## src/rtl/heart_key_stepper.sv

```systemverilog
// Turns UART bytes into frame-locked one-cycle W/A/S/D step pulses, with a per-direction hold timeout.
// Optional feature: define HEART_KEY_IMMEDIATE_STEP_EN for an extra step on a fresh key press.
module heart_key_stepper #(
    parameter int HOLD_FRAMES = 8,
    parameter int STEP_DIV    = 1
) (
    input  logic       i_clk,
    input  logic       i_rst_n,
    input  logic [7:0] i_rx_data,
    input  logic       i_rx_valid,
    input  logic       i_ani_stb,
    output logic       o_w_key,
    output logic       o_a_key,
    output logic       o_s_key,
    output logic       o_d_key,
    output logic [3:0] o_held
);

    localparam logic [7:0] HOLD_INIT = 8'(HOLD_FRAMES);
    localparam logic [7:0] DIV_LAST  = 8'(STEP_DIV - 1);

    // Returns {release_all, load[D,S,A,W]}; unknown bytes decode to nothing.
    function automatic logic [4:0] decode_byte(input logic [7:0] b);
        logic [4:0] r;
        case (b)
            8'h77, 8'h57: r = 5'b0_0001;
            8'h61, 8'h41: r = 5'b0_0010;
            8'h73, 8'h53: r = 5'b0_0100;
            8'h64, 8'h44: r = 5'b0_1000;
            8'h20:        r = 5'b1_0000;
            default:      r = 5'b0_0000;
        endcase
        return r;
    endfunction

    logic [7:0] cnt_r      [4];
    logic [7:0] cnt_next_s [4];
    logic [7:0] div_r;
    logic [7:0] div_next_s;
    logic [3:0] held_r;
    logic [3:0] held_next_s;
    logic [3:0] key_r;
    logic [3:0] key_next_s;
    logic [3:0] load_s;
    logic [3:0] clear_s;
    logic       release_s;
    logic       qual_s;

    // Byte decode; a direction load also clears its opposite (W<->S, A<->D).
    always_comb begin
        load_s    = 4'b0000;
        release_s = 1'b0;
        if (i_rx_valid) begin
            {release_s, load_s} = decode_byte(i_rx_data);
        end else begin
            {release_s, load_s} = 5'b0_0000;
        end
        clear_s = {4{release_s}} | {load_s[1:0], load_s[3:2]};
    end

    // Hold counters: clear beats load beats strobe decrement.
    always_comb begin
        for (int k = 0; k < 4; k++) begin
            cnt_next_s[k] = cnt_r[k];
            if (clear_s[k]) begin
                cnt_next_s[k] = 8'd0;
            end else if (load_s[k]) begin
                cnt_next_s[k] = HOLD_INIT;
            end else if (i_ani_stb && (cnt_r[k] != 8'd0)) begin
                cnt_next_s[k] = cnt_r[k] - 8'd1;
            end else begin
                cnt_next_s[k] = cnt_r[k];
            end
            held_next_s[k] = (cnt_next_s[k] != 8'd0);
        end
    end

    // Step divider and pulse decision, using the held state registered before this cycle.
    always_comb begin
        div_next_s = div_r;
        qual_s     = i_ani_stb && (div_r == 8'd0);
        if (i_ani_stb) begin
            div_next_s = (div_r >= DIV_LAST) ? 8'd0 : (div_r + 8'd1);
        end else begin
            div_next_s = div_r;
        end
        key_next_s = qual_s ? held_r : 4'b0000;
`ifdef HEART_KEY_IMMEDIATE_STEP_EN
        // A fresh press merges with any strobe pulse into one pulse.
        key_next_s = key_next_s | (load_s & ~held_r);
`endif
    end

    // State and output registers with synchronous active-low reset.
    always_ff @(posedge i_clk) begin
        if (!i_rst_n) begin
            for (int k = 0; k < 4; k++) begin
                cnt_r[k] <= 8'd0;
            end
            div_r  <= 8'd0;
            held_r <= 4'b0000;
            key_r  <= 4'b0000;
        end else begin
            for (int k = 0; k < 4; k++) begin
                cnt_r[k] <= cnt_next_s[k];
            end
            div_r  <= div_next_s;
            held_r <= held_next_s;
            key_r  <= key_next_s;
        end
    end

    assign o_held  = held_r;
    assign o_w_key = key_r[0];
    assign o_a_key = key_r[1];
    assign o_s_key = key_r[2];
    assign o_d_key = key_r[3];

endmodule

```

## config.mk

```make
export PLATFORM = sky130hd
export DESIGN_NAME = heart_key_stepper
export DESIGN_NICKNAME = d
export VERILOG_FILES = /design/src/rtl/heart_key_stepper.sv
export SDC_FILE = /design/constraint.sdc
export NUM_CORES = 1
export LEC_CHECK = 0
export ABC_AREA = 1
export BUFFER_PORTS_ARGS = -buffer_cell sky130_fd_sc_hd__clkbuf_2
export CORE_UTILIZATION = 50
export CTS_CLUSTER_SIZE = 30
export DETAILED_ROUTE_END_ITERATION = 10
export HOLD_SLACK_MARGIN = 0.08
export PLACE_DENSITY = 0.7
export SLEW_MARGIN = 25
export SYNTH_ARGS = -nofsm -noshare
export SYNTH_HDL_FRONTEND = slang
export SYNTH_SLANG_ARGS = --single-unit
export TNS_END_PERCENT = 30
```

## constraint.sdc

```tcl
create_clock -name i_clk -period 2.11 [get_ports i_clk]
set_clock_uncertainty 0.1 [all_clocks]
set_input_delay 0.1055 -clock i_clk [delete_from_list [all_inputs] [get_ports i_clk]]
set_output_delay 0.1055 -clock i_clk [all_outputs]
set_load 0.1 [all_outputs]
```

==> summary.txt <==
Route
  – Top Layer Used: met4
  – Number of DRC markers in iteration 0: around 150
  – Metal3 WL: around 180 um
  – DRC: 0
  – TritonRoute pass-1 iters: 4
  – WL final: approximately 6000 um
  – Wirelength per Cell: about 11 um
  – Via count: roughly 2.7k
  – Via density per instance: just under 5
  – Post-DRT Antenna Nets: 0
  – Met1 Routed Length: between 2000 and 3000 um
  – Met2 WL post-DR: between 2000 and 3000 um

GRT
  – Global-route wire length before repair: between 9000 and 10000 um
  – Vias in the first global route: between 2k and 2.5k
  – Largest net degree at the start of global routing: 37
  – Initial antenna violation count: 0
  – GR Util All Layers: about 23%
  – Overflow after GRT: 0

Finish
  – FF+latch area: around 800 sq um
  – Layout cells sized above 1: 11.97%
  – Fin util: 57.74%
  – Area occupied by multi-input gates: between 0.0015 and 0.002 sq mm
  – Ant diodes: 0
  – Nets: slightly below 500
  – Number of fill cells: 527
  – Area Growth Syn to Fin: 10.97%

Worst hold path
  – Hold endpoint: cnt_r[2][3]
  – Hold_sp: i_rx_data[2]
  – Worst hold path type: in2reg
  – Hold depth: 6

Yosys
  – Area leader, netlist: dfxtp_1
  – FF+latch count, synth: 40
  – Post-Syn Area: roughly 0.0027 sq mm
  – Yosys warning total: 0
  – Syn Area/Cell: 5.841 sq um
  – Area contributors post-synth: dfxtp_1, nand2_1, nor2_1
  – Syn nets: about 480
  – Synth top area share: between 30% and 40%
  – Mapped Cells: 455
  – Post-synth cell types: 24
  – Register area share after synthesis: 30.13%

STA
  – Max Clk Rate: 542.9 MHz
  – Slew HR: between 50% and 60%
  – Min Hold Slack: approximately 0.20 ns
  – Setup TNS: 0 ns
  – Tmin final: about 1.8 ns
  – Finish-stage setup viols: 0
  – Fin crit share: around 87%
  – Slew at the pin closest to its max-slew limit: around 0.61 ns
  – RSZ-0062 raised after global routing: false
  – Slew Viols, Final: 0
  – Final Hold Vio Count: 0

Place
  – RePlAce Congestion: 0.8749
  – Buffers on Ports: 19
  – DPL Wire Length: ~4400 um

Worst setup path
  – Max incr delay on CP: around 0.32 ns
  – R2R Setup Slk: 0.27 ns
  – Family with the most delay on the worst path: simple AND/OR/NAND/NOR gates
  – Worst-path cell chain: inv_1, ha_1, inv_1, nor3_1, nand2_2, nand2_2, o21ai_0, nand2_1, nand2_1, nor2_1, a21oi_1
  – Critical path launch point type: register
  – Critical-path top delay cell: dfxtp_1
  – Data required, critical path: approximately 2.2 ns
  – WS Path Type: reg2reg
  – Worst EP arrival: ~1.9 ns
  – R2R depth: 11
  – Worst Path Buf+Inv: 2
  – CP max FO: 7
  – Critical Path End Type: register
  – Reg-to-reg startpoint: cnt_r[3][0]
  – Worst r2r dst: o_held[3]

Floorplan
  – Ports: 20
  – Die W: about 75 um
  – Die height: between 70 and 80 um
  – Floorplan row count: 26
  – Starting Density: between 50 and 60%
  – Core box area: 0.005107 sq mm
  – Die ar.: 0.005611 sq mm

Outcome
  – Run status: finished, final reports clean

Clock network
  – Clk buf depth: 2
  – Post-CTS Setup Bufs: 0
  – Clock slew at reported path FFs: roughly 0.080 ns
  – Clock buffer count from CTS: 5
  – CTS H-tree lvls: 2
  – Clock sinks: 40
  – CTS tree: yes
  – Root Driver: clkbuf_8
  – Skew-Pair Late Insertion Delay: about 0.29 ns

Run
  – Maxcap violations: 0
==> sequential cells by signal, indices dropped and copies added (netlist names) <==
| name | count |
|---|---|
| key_r | 4 |
| cnt_r | 32 |
| o_held | 4 |
==> layer usage <==
metal	vias to the layer above	GRT usage [%]
met1	1197	25.92
met2	42	42.84
met4	0	8.386
met3	10	4.418
li1	1436	-
met5	-	0
==> area by class of cell <==
class,count,area share [%]
Sequential cell,40,27.15
Multi-Input combinational cell,349,54.18
Clock buffer,5,2.333
Timing Repair Buffer,21,3.818
Clock inverter,2,2.036
Tap cell,70,2.970
Inverter,59,7.510
==> Yosys cell counts <==
library cell and number:
inv_2 5, nor2_1 70, a21oi_1 6, nor3_2 1, clkbuf_1 3, clkinv_1 1
o21ai_1 1, nand2_1 176, inv_1 53, ha_1 8, nand4_1 10, nand2_2 7
xnor2_1 3, dfxtp_1 40, nand3b_1 7, nand3_1 32, nand3_2 3, o21ai_0 6
buf_6 1, xor2_1 2, nor2_4 1, nor2_2 12, buf_2 3, nor3_1 4
==> worst max path at each step <==
stage	end	start	slack [ns]	cells after the start
after floorplan	o_held[1]	cnt_r[1][0]	0.51	13
after global placement	o_held[1]	cnt_r[1][0]	0.30	13
after detailed placement	o_held[1]	cnt_r[1][0]	0.29	13
after CTS	o_held[2]	i_rst_n	0.25	4
after global routing	o_held[1]	cnt_r[1][0]	0.05	13
final	o_held[3]	cnt_r[3][0]	0.27	11
==> cell families (layout without fill, tap and decap cells) <==
| logic type | after synthesis | in the layout | synth area share [%] |
|---|---|---|---|
| AO/OA/AOI/OAI | 13 | 13 | 2.448 |
| buffers and inverters | 66 | 87 | 9.745 |
| adder cells (fa/ha/maj) | 8 | 8 | 3.767 |
| flip-flops | 40 | 40 | 30.13 |
| XOR/XNOR | 5 | 5 | 1.648 |
| AND/OR/NAND/NOR | 323 | 323 | 52.26 |
==> cells in the final DEF, fill, tap and decap left out <==
master	netlist	layout
inv_1	53	53
nor2_2	12	12
nor3_1	4	4
nand2_2	7	7
nand3_1	32	32
buf_4	0	1
dlygate4sd3_1	0	1
o21ai_0	6	6
xor2_1	2	2
a21oi_1	6	6
clkbuf_8	0	5
xnor2_1	3	3
dfxtp_1	40	40
o21ai_1	1	1
nand3b_1	7	7
ha_1	8	8
nand2_1	176	176
nand3_2	3	3
nand4_1	10	10
nor2_4	1	1
nor2_1	70	70
nor3_2	1	1
bufinv_16	0	2
clkbuf_2	0	19
inv_2	5	6
==> worst min-delay path: stages <==
cell      delay [ns]
clkbuf_2        0.11
nor2_2          0.06
nand3_2         0.07
nand3_1         0.08
nand2_1         0.08
nor2_1          0.04
==> what timing repair did <==
| item | CTS | global route |
|---|---|---|
| resized for setup | 0 | 0 |
| endpoints found under the hold margin | 3 | 0 |
| hold buffers | 1 | 0 |
==> through the flow <==
stage	setup slack (ns)	cell area, sq um	cells
after global placement	0.3014	2810	538
after CTS	0.2469	2949	546
after global routing	0.05144	2949	546
after detailed placement	0.2891	2810	538
final	0.2679	2949	546
after floorplan	0.5132	2658	455
Power is left out: the tool's default activity adds up to more than one toggle a clock period on the data nets, which glitch-free logic cannot reach.
